$ cat src/rtl/sgd_dot_accumulator.sv
`default_nettype none
// ============================================================================
// Module      : sgd_dot_accumulator
// Description : Sums num_chunks saturating partial sums per sample and hands
//               each dot product out through a one-entry valid/ready register.
// Revision    : 1.0 - initial release
// ============================================================================
module sgd_dot_accumulator #(
    parameter int CNT_WIDTH = 16
) (
    input  logic                 clk,
    input  logic                 rst_n,
    input  logic                 start,
    input  logic                 stop,
    input  logic [CNT_WIDTH-1:0] num_chunks,
    input  logic signed [31:0]   v_input,
    input  logic                 v_input_valid,
    output logic signed [31:0]   v_output,
    output logic                 v_output_valid,
    input  logic                 v_output_ready,
    output logic                 busy,
    output logic                 err_drop
);

    localparam logic [31:0] C_SAT_MAX = 32'h7FFF_FFFF;
    localparam logic [31:0] C_SAT_MIN = 32'h8000_0000;

    typedef enum logic [0:0] {
        ST_IDLE = 1'b0,
        ST_RUN  = 1'b1
    } state_t;

    state_t r_state;
    state_t w_state_next;

    logic [CNT_WIDTH-1:0] r_num;
    logic [CNT_WIDTH-1:0] r_cnt;
    logic [CNT_WIDTH-1:0] w_cnt_inc;
    logic signed [31:0]   r_acc;
    logic signed [31:0]   r_out;
    logic                 r_out_valid;
    logic                 r_err_drop;

    logic [32:0] w_wide;
    logic [31:0] w_sat;
    logic        w_start_ok;
    logic        w_stop_run;
    logic        w_beat;
    logic        w_last;
    logic        w_accept;
    logic        w_load;
    logic        w_drop;

    // stop has priority over start and over any beat arriving with it
    assign w_start_ok = (r_state == ST_IDLE) && start && !stop && (num_chunks != '0);
    assign w_stop_run = (r_state == ST_RUN) && stop;
    assign w_beat     = (r_state == ST_RUN) && v_input_valid && !stop;
    assign w_cnt_inc  = r_cnt + 1'b1;
    assign w_last     = w_beat && (w_cnt_inc == r_num);

    assign w_wide = {r_acc[31], r_acc} + {v_input[31], v_input};
    always_comb begin
        w_sat = w_wide[31:0];
        if (w_wide[32] != w_wide[31]) begin
            w_sat = w_wide[32] ? C_SAT_MIN : C_SAT_MAX;
        end
    end

    assign w_accept = r_out_valid && v_output_ready;
    assign w_load   = w_last && (!r_out_valid || v_output_ready);
    assign w_drop   = w_last && r_out_valid && !v_output_ready;

    always_ff @(posedge clk or negedge rst_n) begin
        if (!rst_n) begin
            r_state <= ST_IDLE;
        end else begin
            r_state <= w_state_next;
        end
    end

    always_comb begin
        w_state_next = r_state;
        case (r_state)
            ST_IDLE: if (w_start_ok) w_state_next = ST_RUN;
            ST_RUN:  if (stop)       w_state_next = ST_IDLE;
            default:                 w_state_next = ST_IDLE;
        endcase
    end

    always_ff @(posedge clk or negedge rst_n) begin
        if (!rst_n) begin
            r_num <= '0;
            r_cnt <= '0;
            r_acc <= '0;
        end else if (w_start_ok) begin
            r_num <= num_chunks;
            r_cnt <= '0;
            r_acc <= '0;
        end else if (w_stop_run || w_last) begin
            r_cnt <= '0;
            r_acc <= '0;
        end else if (w_beat) begin
            r_cnt <= w_cnt_inc;
            r_acc <= w_sat;
        end
    end

    // Output register: a new result may replace one being accepted on the same edge
    always_ff @(posedge clk or negedge rst_n) begin
        if (!rst_n) begin
            r_out       <= '0;
            r_out_valid <= 1'b0;
            r_err_drop  <= 1'b0;
        end else begin
            if (w_load) begin
                r_out       <= w_sat;
                r_out_valid <= 1'b1;
            end else if (w_accept) begin
                r_out       <= '0;
                r_out_valid <= 1'b0;
            end
            if (w_drop) begin
                r_err_drop <= 1'b1;
            end
        end
    end

    assign v_output       = r_out;
    assign v_output_valid = r_out_valid;
    assign busy           = (r_state == ST_RUN);
    assign err_drop       = r_err_drop;

endmodule
`default_nettype wire
$ cat config.mk
export PLATFORM = sky130hd
export DESIGN_NAME = sgd_dot_accumulator
export DESIGN_NICKNAME = d
export VERILOG_FILES = /design/src/rtl/sgd_dot_accumulator.sv
export SDC_FILE = /design/constraint.sdc
export NUM_CORES = 1
export LEC_CHECK = 0
export ABC_AREA = 0
export CAP_MARGIN = 40
export CORE_UTILIZATION = 35
export DETAILED_ROUTE_END_ITERATION = 16
export GPL_ROUTABILITY_DRIVEN = 1
export GPL_TIMING_DRIVEN = 0
export SETUP_SLACK_MARGIN = 0.5
export SYNTH_ARGS = -nofsm -noshare
export SYNTH_HDL_FRONTEND = slang
export SYNTH_SLANG_ARGS = --single-unit
$ cat constraint.sdc
create_clock -name clk -period 3.8 [get_ports clk]
set_input_delay 0.76 -clock clk [delete_from_list [all_inputs] [get_ports clk]]
set_output_delay 0.76 -clock clk [all_outputs]
set_load 0.05 [all_outputs]
# After elaboration in Yosys (flattened, before gate mapping)
# Index checks and enable logic that the tools add are counted.
[classes]
muxes = 15
n_bitwise = 1
reduce_logical = 19
n_eq_ne = 2
n_addsub = 2
[op_table]
columns = ["operator", "count"]
rows = [
  ["2-to-1 mux 32 bit", 7],
  ["2-to-1 mux 16 bit", 3],
  ["adder 32 x 32 -> 33 bit", 1],
  ["adder 16 x 1 -> 16 bit (second input constant)", 1],
  ["== test 16 bit", 1],
  ["nonzero test 16 bit", 1],
  ["logical AND 1 bit", 11],
  ["2-to-1 mux 1 bit", 4],
  ["zero test 1 bit", 3],
  ["nonzero test 3 bit", 1],
  ["logical OR 1 bit", 2],
  ["case mux 1 bit (2 select lines)", 1],
  ["nonzero test 2 bit", 1],
  ["inequality test 1 bit", 1],
  ["inverter 1 bit", 1],
]
[word_totals]
register_bits = 99
elab_cells = 46
in_bits = 54
output_inout_bits = 35

# Longest topological paths before layout
# Gate-level depths: netlist of run 1.
[depth]
depth_word = 6
ltp_mapped = 13
ltp_nobuf = 12

# Worst setup path after synthesis of run 1
# Ideal clock, no wire load.
[synth_path]
path_kind = "input to register"
start = "input v_input[4]"
end = "register r_acc[10]"
setup_time_ns = 0.126
stages = 11
required_ns = 3.674
n_path_buf = 1
path_slack_ns = 0.356
t_arrival_ns = 3.318
cell_sequence = "ha_1 -> and2_1 -> a221o_1 -> o311ai_1 -> a41oi_1 -> o211ai_2 -> nand2_1 -> mux2_2 -> nor2_1 -> buf_2 -> a221o_1"
[synth_via]
elab_chain_cells = 6
elab_cells_between_ends = 7
cone_classes = "add/sub: 1; eq/ne: 1; mux: 5"
[synth_lines]
columns = ["item", "line", "text"]
rows = [
  ["start: declaration", "16", "input logic signed [31:0] v_input,"],
  ["adder 32 x 32 -> 33 bit *", "61", "assign w_wide = {r_acc[31], r_acc} + {v_input[31], v_input};"],
  ["2-to-1 mux 32 bit or inequality test 1 bit (tied branches)", "65, 64", ""],
  ["2-to-1 mux 32 bit *", "64", "if (w_wide[32] != w_wide[31]) begin"],
  ["2-to-1 mux 32 bit *", "102", "end else if (w_beat) begin"],
  ["2-to-1 mux 32 bit *", "99", "end else if (w_stop_run || w_last) begin"],
  ["2-to-1 mux 32 bit *", "95", "end else if (w_start_ok) begin"],
  ["end signal: assignment", "104", "r_acc <= w_sat;"],
  ["end: declaration", "39", "logic signed [31:0] r_acc;"],
]
# Every way passes the cells marked *; elsewhere a longest branch is shown, timed or not. The select of a mux whose other input is x is not followed.
# A chain may end at the register's enable or synchronous reset.

# Worst setup path in the final report of run 1
[layout_path]
start = "input v_input[14]"
end = "register r_out[30] (netlist: v_output[30])"
[layout_via]
elab_chain_cells = 4
elab_cells_between_ends = 5
cone_classes = "add/sub: 1; eq/ne: 1; mux: 3"
[layout_lines]
columns = ["item", "line", "text"]
rows = [
  ["adder 32 x 32 -> 33 bit *", "61", ""],
  ["2-to-1 mux 32 bit or inequality test 1 bit (tied branches)", "65, 64", ""],
  ["2-to-1 mux 32 bit *", "64", ""],
  ["2-to-1 mux 32 bit *", "115", "if (w_load) begin"],
  ["end signal: assignment", "116", "r_out <= w_sat;"],
  ["end: declaration", "40", "logic signed [31:0] r_out;"],
]
# Every way passes the cells marked *; elsewhere a longest branch is shown, timed or not.

==> results of run 1 <==
==> power by group <==
group          total [W]  switching [W]  internal (W)
combinational    0.00179       0.000945      0.000843
sequential       0.00130       0.000122       0.00118
clock            0.00101       0.000431      0.000579
==> cells by family after synthesis <==
logic type      after synthesis  share of synthesized area (%)
buf+inv                      47                           3.38
flops                        99                           38.7
fa+ha+maj                    34                           6.76
simple gates                249                           18.4
xor+xnor                     50                           6.84
mux                          22                           3.97
compound gates              198                           21.9
==> sequential cells by signal, summed over array words and instances (netlist names) <==
| register | count |
|---|---|
| r_acc | 32 |
| v_output_valid | 1 |
| busy | 1 |
| r_cnt | 16 |
| v_output | 32 |
| r_num | 16 |
| err_drop | 1 |
==> cell usage after synthesis (all sizes together) (3+ instances only) <==
master,number,share of area [%]
a211o,3,0.41
a21o,17,2.0
a21oi,40,3.1
a221o,16,2.5
a221oi,3,0.41
a22o,3,0.41
a31oi,8,0.78
a32oi,6,0.82
and2,7,0.68
and3,7,0.68
buf,19,1.7
clkbuf,17,1.0
dfrtp,99,39
ha,33,6.4
inv,11,0.64
mux2,17,3.0
mux2i,5,0.98
nand2,98,5.8
nand2b,8,0.78
nand3,43,3.4
nand4,8,0.78
nor2,40,2.4
nor2b,5,0.49
nor3,10,0.78
nor3b,3,0.35
nor4,7,0.68
o211ai,19,2.3
o21a,5,0.59
o21ai,35,2.7
o21bai,4,0.47
o311ai,12,1.6
o31ai,11,1.5
or2,3,0.29
or3,3,0.29
or4,3,0.41
xnor2,28,3.8
xor2,22,3.0
==> what timing repair did <==
item,4_1_cts,5_1_grt
cloned,3,0
setup endpoints to repair,79,77
resized for setup,131,61
buffers inserted,25,15
hold endpoints to repair,0,0
pin swaps,31,21
hold buffers,0,0
==> worst paths after layout <==
path | slack [ns] | end | cells past startpoint | start
max in group asynchronous | 2.63 | err_drop | 2 | rst_n
worst min-delay path | 0.48 | v_output[9] | 1 | rst_n
min in group clk | 0.49 | err_drop | 1 | err_drop
worst max-delay path | 0.51 | v_output[30] | 12 | v_input[14]
worst max register to register | 0.59 | r_cnt[9] | 12 | r_cnt[1]
worst min register to register | 0.49 | err_drop | 1 | err_drop
==> metal layers <==
metal	share of wire, %	routed length (um)	GRT usage [%]
met1	45	8720	27.4
met2	47	9120	34.8
met3	5.1	987	4.23
met4	2.3	441	7.94
met5	0	0	0
==> worst reg2reg max path, delay by kind of cell, from the launching register on <==
family          cells  cell delay, ns
fa+ha+maj           1            0.17
flops               1            0.44
compound gates      6            1.66
buf+inv             3            0.62
simple gates        2            0.20
==> metrics by stage <==
step           std cells  worst slack [ns]  hold WS, ns  TNS (ns)  power [W]
2_1_floorplan        699             0.512        0.453         0    0.00225
3_3_place_gp        1016             -1.98        0.476   -222.20    0.00261
3_5_place_dp        1017            -0.614        0.480    -28.13    0.00262
4_1_cts             1060             0.503        0.495         0    0.00396
5_1_grt             1075             0.457        0.508         0    0.00432
6_report            1075             0.514        0.478         0    0.00410
==> cell type report <==
cell class	count	area, sq um
Multi-Input combinational cell	553	4400
Timing Repair Buffer	132	1250
Fill cell	1637	8920
Clock buffer	10	229
Clock inverter	5	85.1
Sequential cell	99	2480
Inverter	11	41.3
Buffer	36	279
Tap cell	229	287
==> impl_metrics.toml, run 1 <==
[clocking]
clock_insertion_delay_at_the_later_pin_of_the_skew_report_ns = 0.36
tritoncts = "built"
cts_num_sinks = 99
clock_tree.buffer_depth = 2
clk_root_buffer_cell = "sky130_fd_sc_hd__clkbuf_16"
cts-htree-levels = 3
path_clk_slew_ns = 0.07
total_clock_buffers_created_by_cts = 9

[routing]
total_length_of_routed_wires_um = 19300
route.antenna.remaining_nets = 0
iteration_0_drc_count_of_the_detailed_router = 312
drt-pass1-iter-count = 5
wl_per_cell_um = 17.9
post-route-drc-count = 0
num_vias = 6025
routed_via_density = 5.60

[synthesis]
distinct_cell_type_count_after_synthesis = 66
net_count_after_synthesis = 787
synth-seq-cells = 99
ys_dominant_reg_cell = "sky130_fd_sc_hd__dfrtp_1"
synth_cells = 699
yosysSeqAreaShare_pct = 38.7
syn-mean-instance-area_sq_um = 9.16
synthesis.area_sq_mm = 0.00640
yosys_warns = 0
postSynth.asyncResetShare_pct = 100
synth_enable_flop_cells = 0

[worst_setup_path]
slowest_stage = "sky130_fd_sc_hd__clkdlybuf4s50_1"
worstSetupStartpointType = "primary input"
timing.critical_path.buf_inv = 3
critical_path_class = "primary input to register"
worst-endpoint-arrival_ns = 3.55
critical_path.endpoint_type = "register"
cp.required_ns = 4.07
worst-path-max-fanout = 6
crit_chain = "clkdlybuf4s50_1 -> ha_2 -> nand2_2 -> nor2_4 -> o311ai_4 -> a41oi_2 -> o211ai_2 -> a211o_1 -> a211o_1 -> buf_6 -> buf_6 -> o211ai_1"
critPathTopFamily = "compound AO/OA/AOI/OAI gates"
worst_path_largest_cell_delay_ns = 0.45

[timing]
layout_worst_path_cycle_share_pct = 86.5
timing.final.crit_period_ns = 3.29
relSlewSlack_pct = 50.0
setup-violations-final = 0
fin_worst_skew_ns = 0.00993
final_count_of_pins_violating_max_slew = 0
timing_hold_violations_final = 0
worst_slew_pin_tran_ns = 0.751
max_clock_freq_mhz = 304
rsz0062_at_grt = "yes"

[layout]
flow.area_growth_from_synthesis_pct = 41.3
layout_cells_sized_above_1_pct = 24.6
design.final.nets = 930
design_area_sq_mm = 0.00905
fin_util_pct = 50.4
layout.cells.most_common_list = "sky130_fd_sc_hd__dfrtp_1 (98), sky130_fd_sc_hd__nand2_1 (87), sky130_fd_sc_hd__clkdlybuf4s50_1 (69), sky130_fd_sc_hd__buf_4 (48), sky130_fd_sc_hd__nand3_1 (36)"
antenna-diode-count = 0
layout_commonest_cell = "sky130_fd_sc_hd__dfrtp_1"

[worst_hold_path]
min_path_type = "primary input to async pin"

[place]
portBuffers = 88
hpwl_um = 13700
routabilityCongestion = 0.937
placed_cell_area_sq_mm = 0.00763

[floorplan]
top_level_ports = 89
die-height_um = 137
floorplan.die_area_sq_mm = 0.0188
dieWidth_um = 137
core.rowCount = 49
core_area_sq_mm = 0.0180
initial_utilization_pct = 35.6

[grt]
grt-ovfl-total = 0
antenna_violations_before_repair = 0
overall_track_demand_over_capacity_in_global_routing_pct = 21.2
first_global_vias = 5746
grt_first_pass_wirelength_um = 30200
grt_start_max_net_pins = 58

[pwr]
power_per_cell_area_mw_per_mm2 = 453
p_leak_nw = 3.98
vdd.ir_drop.worst_uv = 268

[flow_run]
drv.max_cap_violation_count = 0

[run_status]
outcome = "finished, final reports clean"
No activity file was read; power rests on OpenSTA's default activity.
==> inputs of run 2 (changes only) <==
--- a/config.mk
+++ b/config.mk
@@ -11,7 +11,6 @@
 export DETAILED_ROUTE_END_ITERATION = 16
 export GPL_ROUTABILITY_DRIVEN = 1
 export GPL_TIMING_DRIVEN = 0
-export SETUP_SLACK_MARGIN = 0.5
 export SYNTH_ARGS = -nofsm -noshare
 export SYNTH_HDL_FRONTEND = slang
 export SYNTH_SLANG_ARGS = --single-unit
==> impl_metrics.toml, run 2 (same netlist as run 1, synthesis figures left out) <==
[routing]
route.antenna.remaining_nets = 0
total_length_of_routed_wires_um = 18000
drt-pass1-iter-count = 4
iteration_0_drc_count_of_the_detailed_router = 395
post-route-drc-count = 0
num_vias = 5747
wl_per_cell_um = 17.3
routed_via_density = 5.54

[layout]
layout_cells_sized_above_1_pct = 12.5
layout_commonest_cell = "sky130_fd_sc_hd__dfrtp_1"
design_area_sq_mm = 0.00823
layout.cells.most_common_list = "sky130_fd_sc_hd__dfrtp_1 (99), sky130_fd_sc_hd__nand2_1 (95), sky130_fd_sc_hd__clkdlybuf4s50_1 (87), sky130_fd_sc_hd__nand3_1 (42), sky130_fd_sc_hd__a21oi_1 (37)"
design.final.nets = 892
fin_util_pct = 45.8
antenna-diode-count = 0
footprint_of_the_multi_input_gates_sq_mm = 0.00390
flow.area_growth_from_synthesis_pct = 28.5
regArea_sq_mm = 0.00248
num-fill-cells = 1740

[floorplan]
core_area_sq_mm = 0.0180
die-height_um = 137
floorplan.die_area_sq_mm = 0.0188
initial_utilization_pct = 35.6
dieWidth_um = 137
core.rowCount = 49
top_level_ports = 89

[pwr]
vdd.ir_drop.worst_uv = 238
post-layout-total-power_w = 0.00390
power_per_cell_area_mw_per_mm2 = 474
p_leak_nw = 3.62

[place]
portBuffers = 88
hpwl_um = 13600
placed_cell_area_sq_mm = 0.00759
pre_cts_ws_ns = -0.922
routabilityCongestion = 0.935

[grt]
grt_start_max_net_pins = 62
grt-ovfl-total = 0
grt_first_pass_wirelength_um = 28500
antenna_violations_before_repair = 0
first_global_vias = 5381
overall_track_demand_over_capacity_in_global_routing_pct = 19.9

[clocking]
clock_insertion_delay_at_the_later_pin_of_the_skew_report_ns = 0.36
tritoncts = "built"
cts-htree-levels = 3
clock_tree.buffer_depth = 2
total_clock_buffers_created_by_cts = 9
cts.hold.buffers_added = 0
clk_root_buffer_cell = "sky130_fd_sc_hd__clkbuf_16"
path_clk_slew_ns = 0.07
cts_num_sinks = 99

[run_status]
outcome = "finished, final reports clean"

[timing]
setup-violations-final = 0
final.setup.tns_ns = 0
worst_slew_pin_tran_ns = 0.625
max_clock_freq_mhz = 271
layout_worst_path_cycle_share_pct = 97.1
timing_hold_violations_final = 0
fin_worst_skew_ns = 0.0103
final_count_of_pins_violating_max_slew = 0
relSlewSlack_pct = 58.4
layout_setup_ws_ns = 0.109
timing.final.crit_period_ns = 3.69

[worst_setup_path]
critical_path_class = "primary input to register"
cp.required_ns = 4.06
critical_path.endpoint_type = "register"
worstSetupStartpointType = "primary input"
worst-endpoint-arrival_ns = 3.95
worst-path-max-fanout = 10

[flow_run]
drv.max_cap_violation_count = 0

[worst_hold_path]
min_path_type = "primary input to async pin"
[run 2: cell count changes in the layout (fill, tap and decap cells not counted), sizes merged, moves of 3 or more]
cell | previous run | this run
buf | 63 | 29
clkbuf | 29 | 26
clkdlybuf4s50 | 69 | 87
dlygate4sd2 | 12 | 0
dlymetal6s2s | 3 | 0
[run 2: worst paths after layout]
check	end	cells after the start	from	slack, ns
max reg2reg	r_cnt[9]	11	r_cnt[0]	0.26
min in group clk	err_drop	1	err_drop	0.46
max in group asynchronous	r_cnt[13]	2	rst_n	2.72
min	r_acc[8]	1	rst_n	0.37
min reg2reg	err_drop	1	err_drop	0.46
max	r_acc[27]	11	v_input[4]	0.11
[run 2: layer usage]
layer	part of all wire [%]	GRT usage, %	wire, um
met4	1.4	6.78	255
met5	0	0	0
met2	47	32.5	8470
met1	48	27.2	8560
met3	4.0	2.54	726
[run 2: final cells by class]
class,instances,share of cell area (%)
flip-flops and latches,99,30.1
clock buffers,12,3.12
plain buffers,34,2.22
repair buffers,96,11.7
multi-input cells,553,47.5
clock inverters,4,1.46
well taps,229,3.48
inverters,11,0.502
[run 2: timing repair]
action,CTS,global route
buffers inserted,2,5
setup endpoints to repair,62,61
gates resized for setup,18,32
pin swaps,2,5
[run 2: stage by stage]
step,hold WS (ns),cells
4_1_cts,0.385,1035
3_3_place_gp,0.452,1016
3_5_place_dp,0.456,1017
2_1_floorplan,0.453,699
5_1_grt,0.417,1038
6_report,0.366,1038
[run 2: power by group]
part	leakage (nW)	internal [W]	switching [W]	total (W)
clock	0.183	0.000747	0.000419	0.00117
sequential	1.33	0.00118	0.0000957	0.00128
combinational	2.11	0.000618	0.000837	0.00146
[run 2: worst max-delay path, cell delays in order]
cell,delay [ns]
sky130_fd_sc_hd__clkdlybuf4s50_1,0.53
sky130_fd_sc_hd__ha_4,0.23
sky130_fd_sc_hd__and2_1,0.18
sky130_fd_sc_hd__a221o_1,0.39
sky130_fd_sc_hd__o311ai_4,0.35
sky130_fd_sc_hd__a41oi_2,0.20
sky130_fd_sc_hd__o211ai_2,0.28
sky130_fd_sc_hd__nand2_2,0.15
sky130_fd_sc_hd__mux2_4,0.39
sky130_fd_sc_hd__buf_4,0.21
sky130_fd_sc_hd__o311ai_1,0.28
==> inputs of run 3 (changes only) <==
==> constraint.sdc (replaced) <==
create_clock -name clk -period 3.1 [get_ports clk]
set_input_delay 0.62 -clock clk [delete_from_list [all_inputs] [get_ports clk]]
set_output_delay 0.62 -clock clk [all_outputs]
set_load 0.05 [all_outputs]
==> impl_metrics.toml, run 3 (same netlist as run 1, synthesis figures left out) <==
[place]
portBuffers = 88
hpwl_um = 13700
routabilityCongestion = 0.933
placed_cells_incl_taps = 1017
placed_cell_area_sq_mm = 0.00765

[routing]
met3RoutedLength_um = 1180
total_length_of_routed_wires_um = 20900
routed_via_density = 5.65
wirelength_met1_um = 9140
iteration_0_drc_count_of_the_detailed_router = 504
wl_per_cell_um = 18.9
post-route-drc-count = 0
num_vias = 6239
dr_wl_met2_um = 10100
drt-pass1-iter-count = 5
route.antenna.remaining_nets = 0
dr.max_layer_used = "met4"

[layout]
antenna-diode-count = 0
layout_commonest_cell = "sky130_fd_sc_hd__dfrtp_1"
regArea_sq_mm = 0.00248
footprint_of_the_multi_input_gates_sq_mm = 0.00455
stdcell_count = 1105
layout_cells_sized_above_1_pct = 30.3
design.final.nets = 959
flow.area_growth_from_synthesis_pct = 48.2
num-fill-cells = 1580
layout.cells.most_common_list = "sky130_fd_sc_hd__dfrtp_1 (95), sky130_fd_sc_hd__nand2_1 (85), sky130_fd_sc_hd__buf_4 (73), sky130_fd_sc_hd__clkdlybuf4s50_1 (67), sky130_fd_sc_hd__nor2_1 (35)"
design_area_sq_mm = 0.00949

[timing]
rsz0062_at_grt = "yes"
worst_slew_pin_tran_ns = 0.597
final_count_of_pins_violating_max_slew = 0
timing_hold_violations_final = 0
layout_setup_ws_ns = -0.0736
fin_worst_skew_ns = 0.0101
layout_worst_path_cycle_share_pct = 102
setup-violations-final = 32
timing.final.crit_period_ns = 3.17
relSlewSlack_pct = 60.2
max_clock_freq_mhz = 315

[worst_setup_path]
worstSetupStartpointType = "register"
worst-path-max-fanout = 6
critical_path.endpoint_type = "register"
cp.required_ns = 3.40
critical_path_class = "register to register"
worst-endpoint-arrival_ns = 3.47

[flow_run]
drv.max_cap_violation_count = 0

[pwr]
p_leak_nw = 4.18
power_per_cell_area_mw_per_mm2 = 555
vdd.ir_drop.worst_uv = 358

[clocking]
total_clock_buffers_created_by_cts = 9
path_clk_slew_ns = 0.07
tritoncts = "built"
clock_tree.buffer_depth = 2
cts_num_sinks = 99
clock_insertion_delay_at_the_later_pin_of_the_skew_report_ns = 0.36
clk_root_buffer_cell = "sky130_fd_sc_hd__clkbuf_16"
cts-htree-levels = 3

[floorplan]
dieWidth_um = 137
floorplan.die_area_sq_mm = 0.0188
core.rowCount = 49
die-height_um = 137
core_area_sq_mm = 0.0180
top_level_ports = 89
initial_utilization_pct = 35.6

[grt]
grt_start_max_net_pins = 65
grt_first_pass_wirelength_um = 30900
antenna_violations_before_repair = 0
grt-ovfl-total = 0
first_global_vias = 5853
overall_track_demand_over_capacity_in_global_routing_pct = 21.6

[run_status]
violations = "negative setup slack"
outcome = "finished with violations"

[worst_hold_path]
min_path_type = "primary input to async pin"
-- run 3: final timing paths --
check / start / end / slack (ns) / cells past startpoint
min: rst_n / v_output[8] / 0.22 / 1
max in group asynchronous: rst_n / r_cnt[9] / 2.16 / 2
max reg2reg: r_acc[11] / v_output[25] / -0.07 / 12
max: r_acc[11] / v_output[25] / -0.07 / 12
min in group clk: err_drop / err_drop / 0.46 / 1
min reg2reg: err_drop / err_drop / 0.46 / 1
-- run 3: layer usage --
metal | vias up | global-route usage [%]
met4 | 0 | 7.69
met1 | 3036 | 27.8
met2 | 231 | 36.4
met3 | 30 | 3.61
met5 | - | 0
li1 | 2942 | -
-- run 3: timing repair --
action	4_1_cts	5_1_grt
gates resized for setup	141	102
pin swaps	49	35
endpoints found under the setup margin	80	76
hold buffers	0	0
setup buffers	42	29
cloned	2	5
-- run 3: critical path: stages (launching register included) --
cell and delay (ns):
sky130_fd_sc_hd__dfrtp_1 0.44, sky130_fd_sc_hd__ha_4 0.31, sky130_fd_sc_hd__and3_4 0.19, sky130_fd_sc_hd__nor3b_4 0.24
sky130_fd_sc_hd__o311ai_4 0.17, sky130_fd_sc_hd__a41oi_2 0.26, sky130_fd_sc_hd__o211ai_2 0.16, sky130_fd_sc_hd__buf_4 0.16
sky130_fd_sc_hd__a211o_1 0.35, sky130_fd_sc_hd__a211o_1 0.41, sky130_fd_sc_hd__buf_6 0.18, sky130_fd_sc_hd__clkbuf_16 0.17
sky130_fd_sc_hd__nand2_1 0.07
-- run 3: layout make-up --
cell class              instances  share of cell area [%]
multi-input cells             553                    48.0
flip-flops and latches         99                    26.2
repair buffers                166                    15.9
well taps                     229                    3.02
plain buffers                  31                    2.89
clock buffers                   9                    2.37
clock inverters                 7                    1.23
inverters                      11                   0.435
-- run 3: metrics by stage --
stage	util (%)	power, W	worst slack (ns)	hold slack (ns)	TNS (ns)
2_1_floorplan	-	0.00278	0.0174	0.324	0
3_3_place_gp	42.5	0.00322	-2.47	0.448	-312.10
3_5_place_dp	42.6	0.00323	-1.18	0.448	-68.49
4_1_cts	49.2	0.00499	-0.0400	0.234	-0.322
5_1_grt	52.8	0.00553	-0.145	0.250	-4.12
6_report	52.8	0.00526	-0.0736	0.217	-0.885
-- run 3: report_power, final --
| part | internal (W) | switching, W |
|---|---|---|
| Clock | 0.000788 | 0.000528 |
| Sequential | 0.00145 | 0.000156 |
| Combinational | 0.00112 | 0.00122 |
==> RTL edit, RTL diff (config.mk and constraints of run 1) <==
Set the parameter `CNT_WIDTH` to 32 (it was 16).
--- a/src/rtl/sgd_dot_accumulator.sv
+++ b/src/rtl/sgd_dot_accumulator.sv
@@ -6,7 +6,7 @@
 // Revision    : 1.0 - initial release
 // ============================================================================
 module sgd_dot_accumulator #(
-    parameter int CNT_WIDTH = 16
+    parameter int CNT_WIDTH = 32
 ) (
     input  logic                 clk,
     input  logic                 rst_n,
Ports: changed (resized num_chunks); port bits go from 89 to 105. The function was not compared with the original's and may differ.
==> RTL edit against run 1 <==
  * Register-to-register slack worse by 0.03 ns
  * Sequential cell count increased by 32
  * Non-clock buffer count up 60
  * Clock skew shrank 0.0011 ns
  * Cell area up 35%
  * Wire length up 48%
  * Critical endpoint is now r_acc[25]
  * Core utilization shrank 0.16 points
  * Total power up 38%
  * Setup slack worse by 0.015 ns
  * Via count increased by 40%
  * Synthesized area grew 34%
==> RTL edit: results (changes against run 1) <==
- The flow ran to the end, and the final reports show no timing, DRC or antenna violations.
- The starting DRC count in detailed routing came to 623 (+100%).
- The power drawn by the clock network is 0.00184 W (+82%).
- The total number of nets in the final design is 1244 (+34%).
- The average cell area after synthesis is 9.00 sq um (-1.7%).
- By area the synthesized netlist is led by sky130_fd_sc_hd__dfrtp_1 (38%), sky130_fd_sc_hd__ha_1 (4.8%), sky130_fd_sc_hd__xnor2_1 (4.7%), sky130_fd_sc_hd__nand2_1 (4.4%), sky130_fd_sc_hd__mux2_2 (4.3%).
- The post-DP HPWL is 19000 microns (+38%).
- The register area share after synthesis is 38.1% (-0.61 points).
- The cell family contributing the most delay on the critical path is buffers and inverters.
- The layout cell share with drive strength beyond 1 was 24.0% (-0.56 points).
- The delay contributed by the slowest stage of the critical path is 0.41 ns (-0.04 ns).
- Following the worst setup path forward leads to its endpoint at r_acc[25].
- The worst-case register-to-register setup slack came to 0.56 ns (-0.03 ns).
- The number of cells in the finished layout apart from fillers is 1477 (+37%).
- The hold slack is 0.287 ns (-0.191 ns).
- The routability congestion estimate from global placement is 0.921 (-1.7%).
- The worst-path maximum fanout came to 7 (+1).
- The count of cell types in the netlist is 68 (+3.0%).
- The leakage power of the design is 5.16 nW (+30%).
- The global-route usage over all layers is 22.0% (+0.79 points).
- In the synthesized netlist, the cells that appear most often are sky130_fd_sc_hd__dfrtp_1 (131), sky130_fd_sc_hd__nand2_1 (101), sky130_fd_sc_hd__a21oi_1 (74).
- The maximum level of the CTS H-tree came to 4 (+1).
- The aggregate routed wire length is 28400 microns (+48%).
- The number of global-route vias before repair is 7960 (+39%).
- The post-synth net total is 1060 (+35%).
- The detailed-routing iteration count for the pre-antenna-repair pass is 7 (+2).
- The minimum clock period was 3.30 ns (+0.0147 ns).
- The headroom to the max-slew limit is 50.9% (+0.92 points).
[RTL edit: cell families after synthesis]
logic type	count (synthesis)	synth area share [%]
XOR/XNOR	64	6.51
multiplexers	38	4.90
adder cells (fa/ha/maj)	34	5.03
AO/OA/AOI/OAI	312	23.5
buffers and inverters	80	3.84
flip-flops	131	38.1
AND/OR/NAND/NOR	297	18.1
[RTL edit: layer usage]
| layer | share of wire, % | vias up | track usage [%] |
|---|---|---|---|
| li1 | - | 3953 | - |
| met1 | 45 | 4127 | 29.6 |
| met5 | 0 | - | 0 |
| met4 | 2.7 | 0 | 7.24 |
| met2 | 47 | 321 | 35.6 |
| met3 | 5.2 | 55 | 3.71 |
[RTL edit: area by class of cell]
cell class                 count  area, sq um
fill                        2259        12100
timing repair buffer         165         1580
multi-input combinational    745         5730
tap                          324          405
sequential                   131         3280
clock inverter                14          210
inverter                      17         63.8
clock buffer                  18          429
buffer                        63          477
